### src/rtl/mapache64_pkg.sv
// Shared mapache64 GPU types: VRAM address/select widths, the posted write
// request record and the write scheduler state encoding.
package mapache64;

  localparam int VramAddrWidth = 16;
  localparam int VramSelWidth  = 6;

  // sel is one-hot {txbl, obm, ntbl, pmb, pmf, vram}, MSB first.
  typedef struct packed {
    logic [VramAddrWidth-1:0] addr;
    logic [7:0]               data;
    logic [VramSelWidth-1:0]  sel;
  } vram_wreq_t;

  typedef enum logic [1:0] {
    WAIT  = 2'd0,
    DRAIN = 2'd1,
    SPENT = 2'd2
  } wsched_state_e;

endpackage

### src/rtl/vram_write_scheduler_fifo.sv
// Synchronous FIFO for posted VRAM writes. Extra pointer MSB distinguishes
// full from empty, so all DEPTH entries are usable.
module sync_fifo #(
  parameter type T     = logic [7:0],
  parameter int  DEPTH = 16,
  localparam int AW    = $clog2(DEPTH)
) (
  input  logic        gpu_clk,
  input  logic        rst,
  input  logic        push,
  input  T            push_data,
  input  logic        pop,
  input  logic        flush,
  output T            head,
  output logic        full,
  output logic        empty,
  output logic [AW:0] count
);

  T            mem [DEPTH];
  logic [AW:0] wr_ptr;
  logic [AW:0] rd_ptr;
  logic        do_push;
  logic        do_pop;

  // flush wins over a same-cycle push or pop
  assign do_push = push && !full && !flush;
  assign do_pop  = pop && !empty && !flush;

  always_ff @(posedge gpu_clk) begin
    if (rst || flush) begin
      wr_ptr <= '0;
      rd_ptr <= '0;
    end else begin
      if (do_push) wr_ptr <= wr_ptr + 1'b1;
      if (do_pop)  rd_ptr <= rd_ptr + 1'b1;
    end
  end

  // NOTE: storage is not reset; the pointers alone define which entries are valid.
  always_ff @(posedge gpu_clk) begin
    if (do_push) mem[wr_ptr[AW-1:0]] <= push_data;
  end

  assign head  = mem[rd_ptr[AW-1:0]];
  assign empty = (wr_ptr == rd_ptr);
  assign full  = (wr_ptr[AW] != rd_ptr[AW]) && (wr_ptr[AW-1:0] == rd_ptr[AW-1:0]);
  assign count = wr_ptr - rd_ptr;

endmodule

### src/rtl/vram_write_scheduler.sv
// Posts CPU VRAM writes and replays them only while video timing is writable,
// with an optional per-window write budget. Optional stats: VRAM_WSCHED_STATS_EN.
module vram_write_scheduler
  import mapache64::*;
#(
  parameter int DEPTH          = 16,
  parameter int ADDR_W         = VramAddrWidth,
  parameter int MAX_PER_WINDOW = 0
) (
  input  logic                     gpu_clk,
  input  logic                     rst,
  input  logic                     req_valid,
  output logic                     req_ready,
  input  logic [ADDR_W-1:0]        req_addr,
  input  logic [7:0]               req_data,
  input  logic [5:0]               req_sel,
  input  logic                     flush,
  input  logic                     writable,
  output logic [ADDR_W-1:0]        vram_address,
  output logic [7:0]               data_in_o,
  output logic [5:0]               sel_o,
  output logic                     write_enable,
  output logic [$clog2(DEPTH):0]   pending,
  output logic [1:0]               state_o
`ifdef VRAM_WSCHED_STATS_EN
  ,
  output logic [15:0]              drop_count,
  output logic [15:0]              carry_count
`endif
);

  vram_wreq_t                push_req;
  vram_wreq_t                head;
  logic                      full;
  logic                      empty;
  logic [$clog2(DEPTH):0]    count;
  wsched_state_e             state_q;
  wsched_state_e             state_d;
  logic                      budget_hit;

  assign push_req = '{addr: VramAddrWidth'(req_addr), data: req_data, sel: req_sel};

  sync_fifo #(
    .T     (vram_wreq_t),
    .DEPTH (DEPTH)
  ) u_fifo (
    .gpu_clk   (gpu_clk),
    .rst       (rst),
    .push      (req_valid),
    .push_data (push_req),
    .pop       (write_enable),
    .flush     (flush),
    .head      (head),
    .full      (full),
    .empty     (empty),
    .count     (count)
  );

  // Strobe derives only from registered state/head and the live window, so a
  // falling writable kills the write in the same cycle.
  assign write_enable = (state_q == DRAIN) && writable && !empty && !flush;
  assign req_ready    = !full;
  assign pending      = count;
  assign vram_address = empty ? '0 : ADDR_W'(head.addr);
  assign data_in_o    = empty ? '0 : head.data;
  assign sel_o        = write_enable ? head.sel : '0;
  assign state_o      = state_q;

  if (MAX_PER_WINDOW == 0) begin : g_unlimited
    assign budget_hit = 1'b0;
  end else begin : g_budget
    localparam int             BW   = $clog2(MAX_PER_WINDOW + 1);
    localparam logic [BW-1:0]  BMAX = BW'(MAX_PER_WINDOW);
    logic [BW-1:0] budget_q;

    always_ff @(posedge gpu_clk) begin
      if (rst || state_q == WAIT) begin
        budget_q <= '0;
      end else if (write_enable && budget_q != BMAX) begin
        budget_q <= budget_q + 1'b1;
      end
    end

    assign budget_hit = write_enable && (budget_q == BMAX - 1'b1);
  end

  always_ff @(posedge gpu_clk) begin
    if (rst) state_q <= WAIT;
    else     state_q <= state_d;
  end

  // NOTE: next state defaults to the current one so no path leaves it unassigned.
  always_comb begin
    state_d = state_q;
    case (state_q)
      WAIT:    if (writable) state_d = DRAIN;
      DRAIN: begin
        if (!writable)       state_d = WAIT;
        else if (budget_hit) state_d = SPENT;
      end
      SPENT:   if (!writable) state_d = WAIT;
      default: state_d = WAIT;
    endcase
  end

`ifdef VRAM_WSCHED_STATS_EN
  logic window_close;
  assign window_close = (state_q != WAIT) && !writable;

  always_ff @(posedge gpu_clk) begin
    if (rst) begin
      drop_count  <= '0;
      carry_count <= '0;
    end else begin
      if (req_valid && !req_ready && drop_count != 16'hFFFF)
        drop_count <= drop_count + 1'b1;
      if (window_close && count != '0 && carry_count != 16'hFFFF)
        carry_count <= carry_count + 1'b1;
    end
  end
`endif

endmodule

### config.mk
export PLATFORM = sky130hd
export DESIGN_NAME = vram_write_scheduler
export DESIGN_NICKNAME = d
export VERILOG_FILES = /design/src/rtl/mapache64_pkg.sv /design/src/rtl/vram_write_scheduler_fifo.sv /design/src/rtl/vram_write_scheduler.sv
export SDC_FILE = /design/constraint.sdc
export NUM_CORES = 1
export LEC_CHECK = 0
export CORE_MARGIN = 2
export CORE_UTILIZATION = 23
export DETAILED_ROUTE_END_ITERATION = 10
export PLACE_DENSITY = 0.46
export SYNTH_ARGS = -nofsm -noshare
export SYNTH_HDL_FRONTEND = slang
export SYNTH_SLANG_ARGS = --single-unit
### constraint.sdc
create_clock -name gpu_clk -period 8.23 [get_ports gpu_clk]
set_input_delay 2.469 -clock gpu_clk [delete_from_list [all_inputs] [get_ports gpu_clk]]
set_output_delay 2.469 -clock gpu_clk [all_outputs]
set_load 0.05 [all_outputs]
==> parameters.txt <==
Parameter                              Value

Outcome
  Run status ... finished clean

Final layout
  Most common cell after layout, fill and taps aside ... edfxtp_1
  Net count, final ... 1,001
  Most used cells in the layout excluding fill and tap cells ... edfxtp_1 (480), mux4_2 (86), clkdlybuf4s50_1 (72), clkbuf_16 (51), mux4_1 (34)
  Final Instance Count excl. Fillers ... 2,071
  Fraction of final layout cells with drive strength greater than 1 ... 22.4%
  Cell area after layout ... 22,900 sq um
  Number of antenna repair diodes ... 0
  Synthesis-to-finish area growth ... 19.0%

Global route
  Pin count of the biggest net entering global routing ... 71
  Initial antenna violation count ... 4
  Overall Global Routing Usage ... 10.7%
  Wire length of the first global-routing pass ... 66.7 mm
  Overflow left after global routing ... 0
  Vias in the first global route ... 9,594

Synth
  Netlist area before placement ... 19,300 sq um
  Yosys warning total ... 0
  Unique masters post-synth ... 39
  Share of async-settable or async-resettable flops after synthesis ... 0%
  Synth top area cells ... edfxtp_1 (75%), mux4_2 (10%), mux4_1 (4.6%)
  Post-synthesis area per instance ... 22.6 sq um
  Share of the synthesized area in the top cell type ... 74.8%
  Number of flip-flops and latches in the synthesized netlist ... 495
  Synthesized netlist net count ... 897
  Post-synthesis cell count ... 851
  Number of enable-type register cells in the synthesized netlist ... 480
  Top cell type by total area after synthesis ... edfxtp_1
  Sequential area share after synthesis ... 76.4%
  Main flop type after synthesis ... edfxtp_1

Routing
  Number of iterations in the first detailed-routing pass ... 5
  Vias per Instance ... 4.25
  Initial detailed-routing violation count ... 453
  Total routed wirelength ... 45.9 mm
  Residual antenna-violating net count after detailed routing ... 0
  Via count ... 8,797
  Remaining design rule violation count ... 0
  WL/cell ... 22.1 um

Power
  Total power per unit cell area ... 218 nW/um^2
  Worst ir drop on vdd ... 148 uV
  Static leakage ... 0.00678 uW

STA
  Pin slew with the least headroom to its limit ... 1040 ps
  Clk_skew ... 12.6 ps
  Worst slew margin relative to its limit ... 30.4%
  Unrepaired setup endpoints after global routing ... no
  Fmax achieved ... 135 MHz
  Final setup viols ... 0
  Count of final hold-check violations ... 0
  Final worst path period share ... 89.7%
  Final critical delay including setup and external delays ... 7390 ps
  Fin Setup TNS ... 0 ps
  Count of final max-slew check failures ... 0

Clock tree
  TritonCTS clock tree ... done
  Depth of the CTS H-tree ... 2
  Number of buffers created by CTS ... 49
  Maximum clock path buffer count ... 3
  Number of buffers inserted by hold repair at cts ... 0
  Clk root buf ... clkbuf_16
  Buffers inserted during post-CTS setup optimization ... 0
  Post-cts resize count ... 0
  CTS sink cnt ... 495
  Clock-pin slew reported for the worst setup and hold paths after clock tree synthesis ... 60 ps
  Clock latency on the worst-skew pair ... 580 ps

Min path
  Path category of the worst min-delay check ... reg -> reg
  Startpoint of the most critical hold path ... u_fifo.rd_ptr[3]
  Cells on Worst Hold Path ... 2

Critical path
  Origin of the critical flop-to-flop path ... u_fifo.wr_ptr[2]
  Arr. time, crit path ... 4920 ps
  Crit path required time ... 5760 ps
  Top fanout value on the critical path ... 6
  Critical path type ... in -> out
  Cell count of the worst reg-to-reg path ... 6
  Startpoint Class ... input port
  Worst reg-to-reg setup slack ... 4390 ps
  Type of destination of the critical path ... output pin
  Endpoint of the worst register-to-register path ... u_fifo.mem[2][25]

Floorplan
  Core footprint ... 83,300 sq um
  Starting Density ... 23.1%
  Die area ... 86,100 sq um
  Number of I/O pins ... 74
  Die Y ... 293 um
  Chip width ... 293 um
  Num rows ... 106

Placed design
  Count of buffers from port buffering ... 72
  Detailed placement HPWL ... 24.6 mm
  Final GP Congestion ... 0.707
  Area of placed instances ... 21,400 sq um
  Number of placed instances, taps included ... 1,984

Flow run
  Count of max-cap constraint violations ... 0
[cell families after synthesis]
| kind of cell | share of synthesized area, % |
|---|---|
| AO/OA/AOI/OAI | 2.04 |
| XOR/XNOR | 0.630 |
| adder cells (fa/ha/maj) | 0.753 |
| buffers and inverters | 1.51 |
| flip-flops | 76.4 |
| multiplexers | 16.8 |
| other | 0.0195 |
| AND/OR/NAND/NOR | 1.88 |
[routing by layer]
metal,GRT usage [%],part of all wire [%]
met1,13.6,44
met2,18.2,50
met3,1.67,3.5
met4,4.04,3.0
met5,0,0.10
[how the worst max path moves through the flow]
stage,end,start,cells after the start
floorplan,sel_o[4],writable,6
global placement,sel_o[4],writable,8
detailed placement,sel_o[4],writable,8
CTS,sel_o[2],writable,8
global route,sel_o[0],writable,8
finish,sel_o[0],writable,8
[per-stage QoR]
stage          hold slack, ps  total power [uW]  setup WS (ps)  utilization (%)
6_report                  552              5010            844             27.5
5_1_grt                   618              5170            719             27.5
4_1_cts                   552              5080            861             27.5
3_5_place_dp              543              2970            874             25.7
3_3_place_gp              543              2960            898             25.7
2_1_floorplan             507              2890           1420                -
[state kept, by name (all words and copies together), names as in the netlist, named ones only]
| name | flops |
|---|---|
| u_fifo.rd_ptr | 5 |
| state_o | 1 |
| u_fifo.mem | 480 |
| u_fifo.wr_ptr | 5 |
[synth_stat cells, types with 3 or more instances]
cell,n
clkbuf_1,14
ha_1,10
mux2i_1,14
inv_1,12
nor2_1,25
buf_2,13
o21ai_0,3
buf_6,5
a21oi_1,6
dfxtp_1,15
nor3_1,4
nand2b_1,4
mux4_1,34
buf_4,7
nand2_1,6
o22ai_1,6
mux2_2,24
xnor2_1,10
buf_1,3
a221o_1,24
nor2b_1,25
mux4_2,86
edfxtp_1,480
[worst max-delay path: stages]
cell and delay [ps]:
clkdlybuf4s50_1 460, ha_1 160, nor2b_1 160, o21ai_0 150, inv_1 230, nand2_1 200
o22ai_1 220, clkdlybuf4s50_1 850
[where the power goes]
part           switching (uW)  internal (uW)  total (uW)
logic                    84.7           46.0         131
clock network             912           1190        2100
registers                4.71           2770        2780
total                    1000           4010        5010
[area by class of cell]
type | instances | area, sq um
inverter | 12 | 45.0
clock buffer | 60 | 1310
clock inverter | 27 | 174
tap | 1080 | 1350
timing repair buffer | 96 | 926
multi-input combinational | 301 | 4400
fill | 8225 | 60400
sequential | 495 | 14700
Power figures use the tool's default switching activity.
